<file path="src/rtl/wb_pkg.sv">
// Shared widths and the queue entry type for the register writeback queue.
package wb_pkg;
  localparam int WB_XLEN   = 32;
  localparam int WB_REG_AW = 5;

  typedef struct packed {
    logic [WB_REG_AW-1:0] rd;
    logic [WB_XLEN-1:0]   data;
  } wb_entry_t;
endpackage

</file>
<file path="src/rtl/wb_fwd_match.sv">
// Youngest-match search over the live entries of the writeback queue.
module wb_fwd_match
  import wb_pkg::*;
#(
  parameter int DEPTH  = 4,
  parameter int XLEN   = WB_XLEN,
  parameter int REG_AW = WB_REG_AW
) (
  input  wb_entry_t                  entries [DEPTH],
  input  logic [$clog2(DEPTH)-1:0]   rd_ptr,
  input  logic [$clog2(DEPTH):0]     count,
  input  logic [REG_AW-1:0]          q_reg,
  output logic                       q_hit,
  output logic [XLEN-1:0]            q_data
);
  localparam int PW = $clog2(DEPTH);
  localparam int CW = PW + 1;

  logic [PW-1:0] idx;

  // Walk oldest to youngest so a later match overrides an earlier one.
  always_comb begin
    q_hit  = 1'b0;
    q_data = '0;
    idx    = '0;
    for (int k = 0; k < DEPTH; k++) begin
      idx = rd_ptr + PW'(k);
      if ((CW'(k) < count) && (q_reg != '0) && (entries[idx].rd == q_reg)) begin
        q_hit  = 1'b1;
        q_data = entries[idx].data;
      end
    end
  end
endmodule

</file>
<file path="src/rtl/reg_writeback_queue.sv">
// Two-producer in-order writeback FIFO draining one register-file write per cycle,
// with two forwarding query ports over the pending entries.
module reg_writeback_queue
  import wb_pkg::*;
#(
  parameter int DEPTH  = 4,
  parameter int XLEN   = WB_XLEN,
  parameter int REG_AW = WB_REG_AW
) (
  input  logic              clk,
  input  logic              rst,
  input  logic              a_valid,
  output logic              a_ready,
  input  logic [REG_AW-1:0] a_rd,
  input  logic [XLEN-1:0]   a_data,
  input  logic              b_valid,
  output logic              b_ready,
  input  logic [REG_AW-1:0] b_rd,
  input  logic [XLEN-1:0]   b_data,
  output logic              reg_write,
  output logic [REG_AW-1:0] write_reg,
  output logic [XLEN-1:0]   write_data,
  input  logic [REG_AW-1:0] q_reg1,
  output logic              q_hit1,
  output logic [XLEN-1:0]   q_data1,
  input  logic [REG_AW-1:0] q_reg2,
  output logic              q_hit2,
  output logic [XLEN-1:0]   q_data2,
  output logic              full,
  output logic              empty
);
  localparam int PW = $clog2(DEPTH);
  localparam int CW = PW + 1;
  localparam logic [CW-1:0] DEPTH_C = CW'(DEPTH);

  wb_entry_t     entries_q [DEPTH];
  wb_entry_t     entries_d [DEPTH];
  logic [PW-1:0] rd_ptr_q, rd_ptr_d;
  logic [PW-1:0] wr_ptr_q, wr_ptr_d;
  logic [PW-1:0] b_slot;
  logic [CW-1:0] count_q, count_d;
  logic          a_push, b_push, pop;
  wb_entry_t     head;

  // Ready looks only at the registered count; the same-cycle pop earns no credit.
  assign a_ready = (count_q < DEPTH_C);
  assign b_ready = ((count_q + CW'(a_valid)) < DEPTH_C);

  // Writes to x0 finish their handshake but never occupy a slot.
  assign a_push = a_valid && a_ready && (a_rd != '0);
  assign b_push = b_valid && b_ready && (b_rd != '0);
  assign pop    = (count_q != '0);

  always_comb begin
    entries_d = entries_q;
    b_slot    = wr_ptr_q + PW'(a_push);
    if (a_push) entries_d[wr_ptr_q] = '{rd: a_rd, data: a_data};
    if (b_push) entries_d[b_slot]   = '{rd: b_rd, data: b_data};
    wr_ptr_d = wr_ptr_q + PW'(a_push) + PW'(b_push);
    rd_ptr_d = rd_ptr_q + PW'(pop);
    count_d  = count_q + CW'(a_push) + CW'(b_push) - CW'(pop);
  end

  always_ff @(posedge clk) begin
    for (int i = 0; i < DEPTH; i++) begin
      entries_q[i].data <= entries_d[i].data;
      entries_q[i].rd   <= rst ? '0 : entries_d[i].rd;
    end
    if (rst) begin
      count_q  <= '0;
      rd_ptr_q <= '0;
      wr_ptr_q <= '0;
    end else begin
      count_q  <= count_d;
      rd_ptr_q <= rd_ptr_d;
      wr_ptr_q <= wr_ptr_d;
    end
  end

  // The head drains every cycle it exists; the register file never stalls.
  assign head       = entries_q[rd_ptr_q];
  assign reg_write  = pop;
  assign write_reg  = pop ? head.rd   : '0;
  assign write_data = pop ? head.data : '0;
  assign full       = (count_q == DEPTH_C);
  assign empty      = (count_q == '0);

  wb_fwd_match #(.DEPTH(DEPTH), .XLEN(XLEN), .REG_AW(REG_AW)) u_fwd1 (
    .entries (entries_q),
    .rd_ptr  (rd_ptr_q),
    .count   (count_q),
    .q_reg   (q_reg1),
    .q_hit   (q_hit1),
    .q_data  (q_data1)
  );

  wb_fwd_match #(.DEPTH(DEPTH), .XLEN(XLEN), .REG_AW(REG_AW)) u_fwd2 (
    .entries (entries_q),
    .rd_ptr  (rd_ptr_q),
    .count   (count_q),
    .q_reg   (q_reg2),
    .q_hit   (q_hit2),
    .q_data  (q_data2)
  );
endmodule

</file>
<file path="config.mk">
export PLATFORM = sky130hd
export DESIGN_NAME = reg_writeback_queue
export DESIGN_NICKNAME = d
export VERILOG_FILES = /design/src/rtl/wb_pkg.sv /design/src/rtl/wb_fwd_match.sv /design/src/rtl/reg_writeback_queue.sv
export SDC_FILE = /design/constraint.sdc
export NUM_CORES = 1
export LEC_CHECK = 0
export CORE_MARGIN = 3
export CORE_UTILIZATION = 45
export DETAILED_ROUTE_END_ITERATION = 12
export HOLD_SLACK_MARGIN = 0.06
export PLACE_DENSITY = 0.65
export SLEW_MARGIN = 20
export SYNTH_ARGS = -nofsm -noshare
export SYNTH_HDL_FRONTEND = slang
export SYNTH_SLANG_ARGS = --single-unit
</file>
<file path="constraint.sdc">
create_clock -name clk -period 4.8 [get_ports clk]
set_input_delay 0.96 -clock clk [delete_from_list [all_inputs] [get_ports clk]]
set_output_delay 0.96 -clock clk [all_outputs]
set_load 0.05 [all_outputs]
</file>
# After elaboration in Yosys (flattened, before gate mapping)
# Index checks and enable logic that the tools add are counted.
# totals
memories,0
regBits,155
romBits,0
out_inout_bits,108
ram_bits,0
latch_bits,0
input_bits,88
elab_cells,116
# op_classes
shift,0
n_bitwise,6
eq_ne,9
n_addsub,10
multipliers,0
reduce_logical,28
n_div,0
n_mux,38
magnitude_cmp,14
# op_table
cell,count
37-bit 2-to-1 mux,10
37-bit binary-select mux with 2-bit select,4
148-bit bitwise mux,2
148-bit 2-to-1 mux,2
32-bit 2-to-1 mux,9
37-bit demux with 2-bit select,2
5-bit equality test,8
1-bit logical AND,22
5-bit nonzero test,4
"3-bit >= comparator, second input constant",6
2-bit inverter with 3-bit output,6
3-bit by 1-bit adder with 3-bit output,3
1-bit 2-to-1 mux,8
2-bit by 1-bit adder with 2-bit output,3
"1-bit by 3-bit less-than comparator with 1-bit output, first input constant",2
"2-bit by 3-bit less-than comparator with 1-bit output, first input constant",2
"3-bit by 1-bit less-than comparator with 1-bit output, second input constant",2
"3-bit less-than comparator, second input constant",2
5-bit 2-to-1 mux,1
"2-bit adder, second input constant",2
"3-bit equality test, second input constant",1
3-bit logical NOT,1
3-bit nonzero test,1
3-bit by 1-bit subtractor with 3-bit output,1
"2-bit by 1-bit adder with 2-bit output, second input constant",1

# Depth between registers and ports, before layout
# Gate-level depths: netlist (run 1).
# depth
word_depth,11
ltp_mapped,12
mapped_depth_nobuf,10

# By module
# A second synthesis (run 1) with hierarchy kept.
# unflattened
cells_unflattened,1685
area_unflattened_um2,17309.1
# modules_own_cells
module,cells_per_inst,area_per_inst_um2,seq_area_each_um2,instances
wb_fwd_match,510,4420.5,0.0,2
reg_writeback_queue,665,8468.1,3103.0,1

# Least setup slack after synthesis (run 1)
# OpenSTA, ideal clock, no wires.
# synth_timing
path_type,input to output
startpoint,in q_reg2[0]
endpoint,out q_data2[31]
t_arrival_ns,3.822
required_ns,3.840
setup_slack_ns,0.018
path_stages,10
path_buffers,3
cell_sequence,clkbuf_1 -> or4_1 -> a21oi_1 -> a211oi_2 -> and2_1 -> buf_2 -> buf_2 -> nor2_1 -> a221oi_1 -> o31ai_1
# synth_via
elab_chain_cells,7
elab_cells_between_ends,17
cone_classes,eq/ne: 4; mux: 4; reduce/logical: 9
# synth_lines
item,line_no,text
from (decl),reg_writeback_queue.sv:26,"input logic [REG_AW-1:0] q_reg2,"
5-bit nonzero test,wb_fwd_match.sv:28,if ((CW'(k) < count) && (q_reg != '0) && (entries[idx].rd == q_reg)) begin
1-bit logical AND (2 in a row),wb_fwd_match.sv:28,
32-bit 2-to-1 mux (3 in a row),wb_fwd_match.sv:28,
32-bit 2-to-1 mux (*),wb_fwd_match.sv:28,
to (decl),reg_writeback_queue.sv:28,"output logic [XLEN-1:0] q_data2,"
# Every way passes the cells marked *; elsewhere a longest branch is shown, timed or not.

# Worst setup path in the final report (run 1)
# layout_timing
startpoint,reg rd_ptr_q[1]
endpoint,out q_data1[29]
# layout_via
elab_chain_cells,10
elab_cells_between_ends,31
cone_classes,add/sub: 3; eq/ne: 4; mux: 16; bitwise: 4; reduce/logical: 4
# layout_lines
item,line_no,text
from (decl),reg_writeback_queue.sv:38,"logic [PW-1:0] rd_ptr_q, rd_ptr_d;"
from (signal assigned),reg_writeback_queue.sv:75,rd_ptr_q <= rd_ptr_d;
2-bit by 1-bit adder with 2-bit output / 2-bit inverter with 3-bit output (equally long branches),"wb_fwd_match.sv:27, wb_fwd_match.sv:28, wb_fwd_match.sv:30",
2-bit inverter with 3-bit output (not written as such) / 37-bit binary-select mux with 2-bit select (equally long branches),"wb_fwd_match.sv:28, wb_fwd_match.sv:30",
37-bit binary-select mux with 2-bit select / 37-bit 2-to-1 mux (equally long branches),"wb_fwd_match.sv:28, wb_fwd_match.sv:30",
37-bit 2-to-1 mux (not written as such),wb_fwd_match.sv:28,
37-bit 2-to-1 mux (not written as such) / 5-bit equality test (equally long branches),wb_fwd_match.sv:28,
5-bit equality test / 1-bit logical AND (equally long branches),wb_fwd_match.sv:28,
1-bit logical AND / 32-bit 2-to-1 mux (equally long branches),wb_fwd_match.sv:28,
32-bit 2-to-1 mux (2 in a row),wb_fwd_match.sv:28,
32-bit 2-to-1 mux (*),wb_fwd_match.sv:28,
to (decl),reg_writeback_queue.sv:25,"output logic [XLEN-1:0] q_data1,"
# Every way passes the cells marked *; elsewhere a longest branch is shown, timed or not. The select of a mux whose other input is x is not followed.

==> out/qor.yml, run 1 <==
sta:
  final_hold_viol_count: 0
  finalWorstSetupSlack_ps: 110
  period_needed_ps: 4690
  fin_skew_ps: 15.0
  min_period_over_period_pct: 97.7
  slew_headroom_pct: 26.0
  slew_violations: 0
  setup_violations: 0
  tns_ps: 0
  holdWs_ps: 562
  worst_pin_slew_ps: 1110
  max_freq_mhz: 213
yosys:
  async_flop_share_pct: 0
  ys_ff_latch: 155
  synth-seq-area-share_pct: 21.9
  yosysWarnings: 0
  ys_types: 59
  yosys_most_used_dff: "dfxtp_1"
  synth_area_mm2: 0.0142
  avgSynthCellArea_um2: 8.00
  synth_nets: 1870
  syn_inst: 1774
  synth_edf_count: 0
drt:
  drc: 0
  dr_total_vias: 14422
  finalWirelength_mm: 49.1
  drtPass1Iterations: 6
  drt_iter0_markers: 1484
  wire_per_inst_um: 21.4
  via_per_inst: 6.29
  antenna_left: 0
global_route:
  grt_use_total_pct: 28.1
  antenna_found_initial: 0
  grt_pass1_wl_mm: 75.9
  first_global_vias: 13407
  grt_max_degree: 151
  overflow: 0
clock_network:
  clk_latency_ps: 440
  cts_sinks: 155
  cts_htree_levels: 4
  cts-buffers-inserted: 17
  root_buffer: "clkbuf_16"
  clkTransAtPathRegs_ps: 70
  clockBufferDepth: 2
  cts_tree: "built"
placement:
  gp_congestion: 0.871
  dp_slack_ps: 51.8
  portBuffers: 195
  hpwlAfterDp_mm: 32.5
floorplan:
  dieHeight_um: 184
  pin_count: 196
  die_area_mm2: 0.0337
  std_cell_rows: 64
  die_x_um: 184
  core-area_mm2: 0.0308
  initial_utilization_pct: 46.0
status:
  status: "finished clean"
critical_path:
  max_stage_delay_ps: 620
  end_kind: "output pin"
  start_kind: "flop"
  cp_slowest_cell: "dfxtp_4"
  worstSetupPathType: "flop to output pin"
  critPathArrivalTime_ps: 3730
  path_cells: "buf_4 -> mux4_2 -> xnor2_1 -> nand4_1 -> nor4b_4 -> buf_12 -> a21oi_1 -> a22oi_1 -> buf_4"
  crit_required_ps: 3840
  path_max_fanout: 35
  crit_top_cell: "buf_4"
  cp_num_buf_inv: 3
  crit_family: "buffers and inverters"
power_and_ir_drop:
  worst_ir_drop_vdd_mv: 0.483
  cellLeakagePower_uw: 0.00736
  power_density_mw_per_mm2: 723
job:
  max_cap_violations: 0
min_path:
  hold_class: "flop to flop"
cells_and_area:
  fin_nets: 1981
  area_growth_pct: 27.0
  layout_common_cells: "mux2i_1, nand2_1, a21oi_1"
  layout_commonest_cell: "mux2i_1"
  num_antenna_cells: 0
  drive_gt1_share_pct: 17.4
timing repair:
action	in CTS	in global routing
setup endpoints to repair	20	62
setup buffers	1	0
hold buffers	0	0
pin swaps	1	1
resized for setup	2	20
cell type report:
cell class,count,area [µm²]
well taps,396,495
repair buffers,268,3340
fillers,2737,12800
clock inverters,14,146
clock buffers,18,439
inverters,42,159
multi-input cells,1401,10300
flip-flops and latches,155,3110
cells by family (layout without fill, tap and decap cells):
group	Yosys count	count (layout)	share of synthesized area (%)
AO/OA/AOI/OAI	497	497	24.2
multiplexers	374	374	28.5
AND/OR/NAND/NOR	477	477	15.4
XOR/XNOR	45	45	2.78
buffers and inverters	218	342	6.51
flip-flops	155	155	21.9
adder cells (fa/ha/maj)	8	8	0.759
routing by layer:
layer | vias to the layer above | track usage, % | routed length, µm
met5 | - | 0 | 0
met4 | 0 | 10.4 | 1450
met3 | 91 | 3.90 | 3260
met2 | 624 | 45.3 | 22600
met1 | 6895 | 38.4 | 21800
li1 | 6812 | - | -
cell usage after synthesis, drive strengths merged, types with 27 or more instances:
master   count  area (µm²)
nand2      177         664
o221a       27         304
mux2        75         845
a22oi       54         450
and2        31         194
mux2i      284        2840
nor2       137         517
dfxtp      155        3100
o2111ai     27         236
o21ai      105         526
buf         75         387
inv         42         158
clkbuf     101         379
or3         54         338
a211oi      49         373
a21oi      160         805
nor3        37         185
a221oi      30         263
metrics by stage:
step / util, % / power, µW / instances / instance area [µm²]
finish: 58.4 / 13000 / 2294 / 18000
detailed placement: 56.2 / 11400 / 2261 / 17300
global placement: 56.2 / 11200 / 2261 / 17300
global route: 58.4 / 13800 / 2294 / 18000
CTS: 58.1 / 12900 / 2294 / 17900
floorplan: - / 8730 / 1774 / 14200
final timing paths:
path	startpoint	to	slack [ps]	cells after the start
max	rd_ptr_q[1]	q_data1[29]	110	9
min	entries_q[68]	entries_q[68]	560	2
max reg2reg	count_q[2]	entries_q[111]	1850	7
min reg2reg	entries_q[68]	entries_q[68]	560	2
where the power goes:
group,leakage [µW],switching [µW],internal (µW)
Sequential,0.00130,784,1960
Clock,0.000289,667,753
Combinational,0.00577,5250,3600
Total,0.00736,6700,6320
tightest hold or removal path, cell delays in order (launching register included):
cell and delay [ps]:
dfxtp_1 320, mux2i_1 120, o21ai_0 80
registers in the layout, summed over array words and instances, names as in the netlist:
signal	cells
entries_q	148
count_q	3
rd_ptr_q	2
wr_ptr_q	2
No activity file was read; power rests on OpenSTA's default activity.
==> inputs of run 2 (changes only) <==
--- a/config.mk
+++ b/config.mk
@@ -10,6 +10,7 @@
 export DETAILED_ROUTE_END_ITERATION = 12
 export HOLD_SLACK_MARGIN = 0.06
 export PLACE_DENSITY = 0.65
+export REMOVE_ABC_BUFFERS = 1
 export SLEW_MARGIN = 20
 export SYNTH_ARGS = -nofsm -noshare
 export SYNTH_HDL_FRONTEND = slang
==> out/qor.yml, run 2 (synthesis gave the netlist of run 1 again) <==
clock_network:
  cts_sinks: 155
  cts_tree: "built"
  clkTransAtPathRegs_ps: 70
  cts_htree_levels: 4
  cts-buffers-inserted: 17
  clockBufferDepth: 2
  clk_latency_ps: 430
  root_buffer: "clkbuf_16"
  ctsHoldBuffers: 0
critical_path:
  end_kind: "output pin"
  crit_required_ps: 3840
  critPathArrivalTime_ps: 3760
  path_max_fanout: 35
  start_kind: "input port"
  worstSetupPathType: "input port to output pin"
power_and_ir_drop:
  internal_power_uw: 6370
  power.total_uw: 13000
  p_sw_uw: 6640
  power_density_mw_per_mm2: 713
  seq_power_share_pct: 20.9
  pwr-share-comb_pct: 68.8
  swShare_pct: 51.0
  cellLeakagePower_uw: 0.00746
  worst_ir_drop_vdd_mv: 0.493
  clkPwrFrac_pct: 10.3
min_path:
  hold_class: "flop to flop"
global_route:
  grt_use_total_pct: 28.3
  grt_pass1_wl_mm: 76.3
  overflow: 0
  first_global_vias: 13570
  antenna_found_initial: 1
  grt_max_degree: 119
cells_and_area:
  fin_nets: 2001
  drive_gt1_share_pct: 18.6
  layout_common_cells: "mux2i_1, nand2_1, a21oi_1"
  area_growth_pct: 28.5
  largest-register: "entries_q"
  fillers: 2665
  layout_commonest_cell: "mux2i_1"
  largest_reg_flops: 148
  reg_top3: "entries_q (148), count_q (3)"
drt:
  drtPass1Iterations: 5
  antenna_left: 0
  dr_total_vias: 14610
  drc: 0
  drt_iter0_markers: 1469
  wire_per_inst_um: 21.4
  finalWirelength_mm: 49.4
  via_per_inst: 6.31
job:
  max_cap_violations: 0
status:
  status: "finished clean"
floorplan:
  std_cell_rows: 64
  die_area_mm2: 0.0337
  die_x_um: 184
  core-area_mm2: 0.0308
  pin_count: 196
  dieHeight_um: 184
  initial_utilization_pct: 46.0
placement:
  dp_slack_ps: 39.4
  hpwlAfterDp_mm: 32.4
  gp_congestion: 0.937
  portBuffers: 195
sta:
  setup_violations: 0
  worst_pin_slew_ps: 1110
  slew_violations: 0
  slew_headroom_pct: 25.6
  rsz0062_at_grt: "true"
  period_needed_ps: 4720
  fin_skew_ps: 11.7
  finalWorstSetupSlack_ps: 80.4
  max_freq_mhz: 212
  final_hold_viol_count: 0
  tns_ps: 0
  min_period_over_period_pct: 98.3
[run 2: changes by cell type in the layout (fill, tap and decap cells not counted), sizes merged]
| cell | change |
|---|---|
| diode | +1 |
| clkinvlp | +2 |
| inv | -5 |
| dlymetal6s2s | -1 |
| clkinv | +2 |
| clkdlybuf4s50 | -1 |
| clkbuf | +1 |
| buf | +22 |
[run 2: final timing paths]
path	start	end	slack, ps	cells after the start
worst max-delay path	q_reg2[1]	q_data2[21]	80	11
worst min-delay path	entries_q[38]	entries_q[38]	560	2
worst max register to register	count_q[2]	entries_q[5]	1810	8
worst min register to register	entries_q[38]	entries_q[38]	560	2
[run 2: repair_timing]
item                       in CTS  in global routing
gates resized for setup         0                 23
setup endpoints to repair       1                 38
buffers inserted                1                  8
gates cloned                    0                  1
pin swaps                       0                  2
[run 2: metal layers]
metal	global-route usage, %	up-vias	wire length [µm]
met2	45.9	689	22900
met5	0	-	0
met4	8.50	0	1220
met1	38.6	6985	21400
li1	-	6854	-
met3	4.81	82	3940
[run 2: worst max-delay path, cell delays in order]
cell	delay, ps
clkdlybuf4s50_1	470
or4_1	600
a21oi_1	210
a211oi_2	70
and2_2	260
buf_12	190
a221oi_1	290
o2111ai_1	180
a22oi_2	230
buf_4	160
buf_12	120
[run 2: stage by stage]
step | util, % | hold WS (ps) | instances | cell area [µm²]
after global routing | 59.1 | 589 | 2315 | 18200
after global placement | 56.5 | 539 | 2272 | 17400
after detailed placement | 56.5 | 550 | 2272 | 17400
final | 59.1 | 559 | 2315 | 18200
after CTS | 58.4 | 561 | 2305 | 18000
after floorplan | - | 514 | 1598 | 13400
[run 2: power by group through the flow]
| stage | Combinational [µW] | Clock (µW) | Sequential (µW) |
|---|---|---|---|
| global placement | 8540 | 0 | 2700 |
| floorplan | 6200 | 0 | 2820 |
| global route | 9580 | 1420 | 2820 |
| finish | 8950 | 1340 | 2710 |
| CTS | 8730 | 1360 | 2710 |
| detailed placement | 8670 | 0 | 2750 |
[run 2: layout make-up]
cell class                      count  area, µm²  area share (%)
Multi-Input combinational cell   1401      10400            56.9
Timing Repair Buffer              288       3530            19.4
Sequential cell                   155       3110            17.1
Tap cell                          396        495            2.72
Clock buffer                       19        433            2.38
Inverter                           42        159           0.872
Clock inverter                     13        134           0.735
Antenna cell                        1       2.50          0.0137
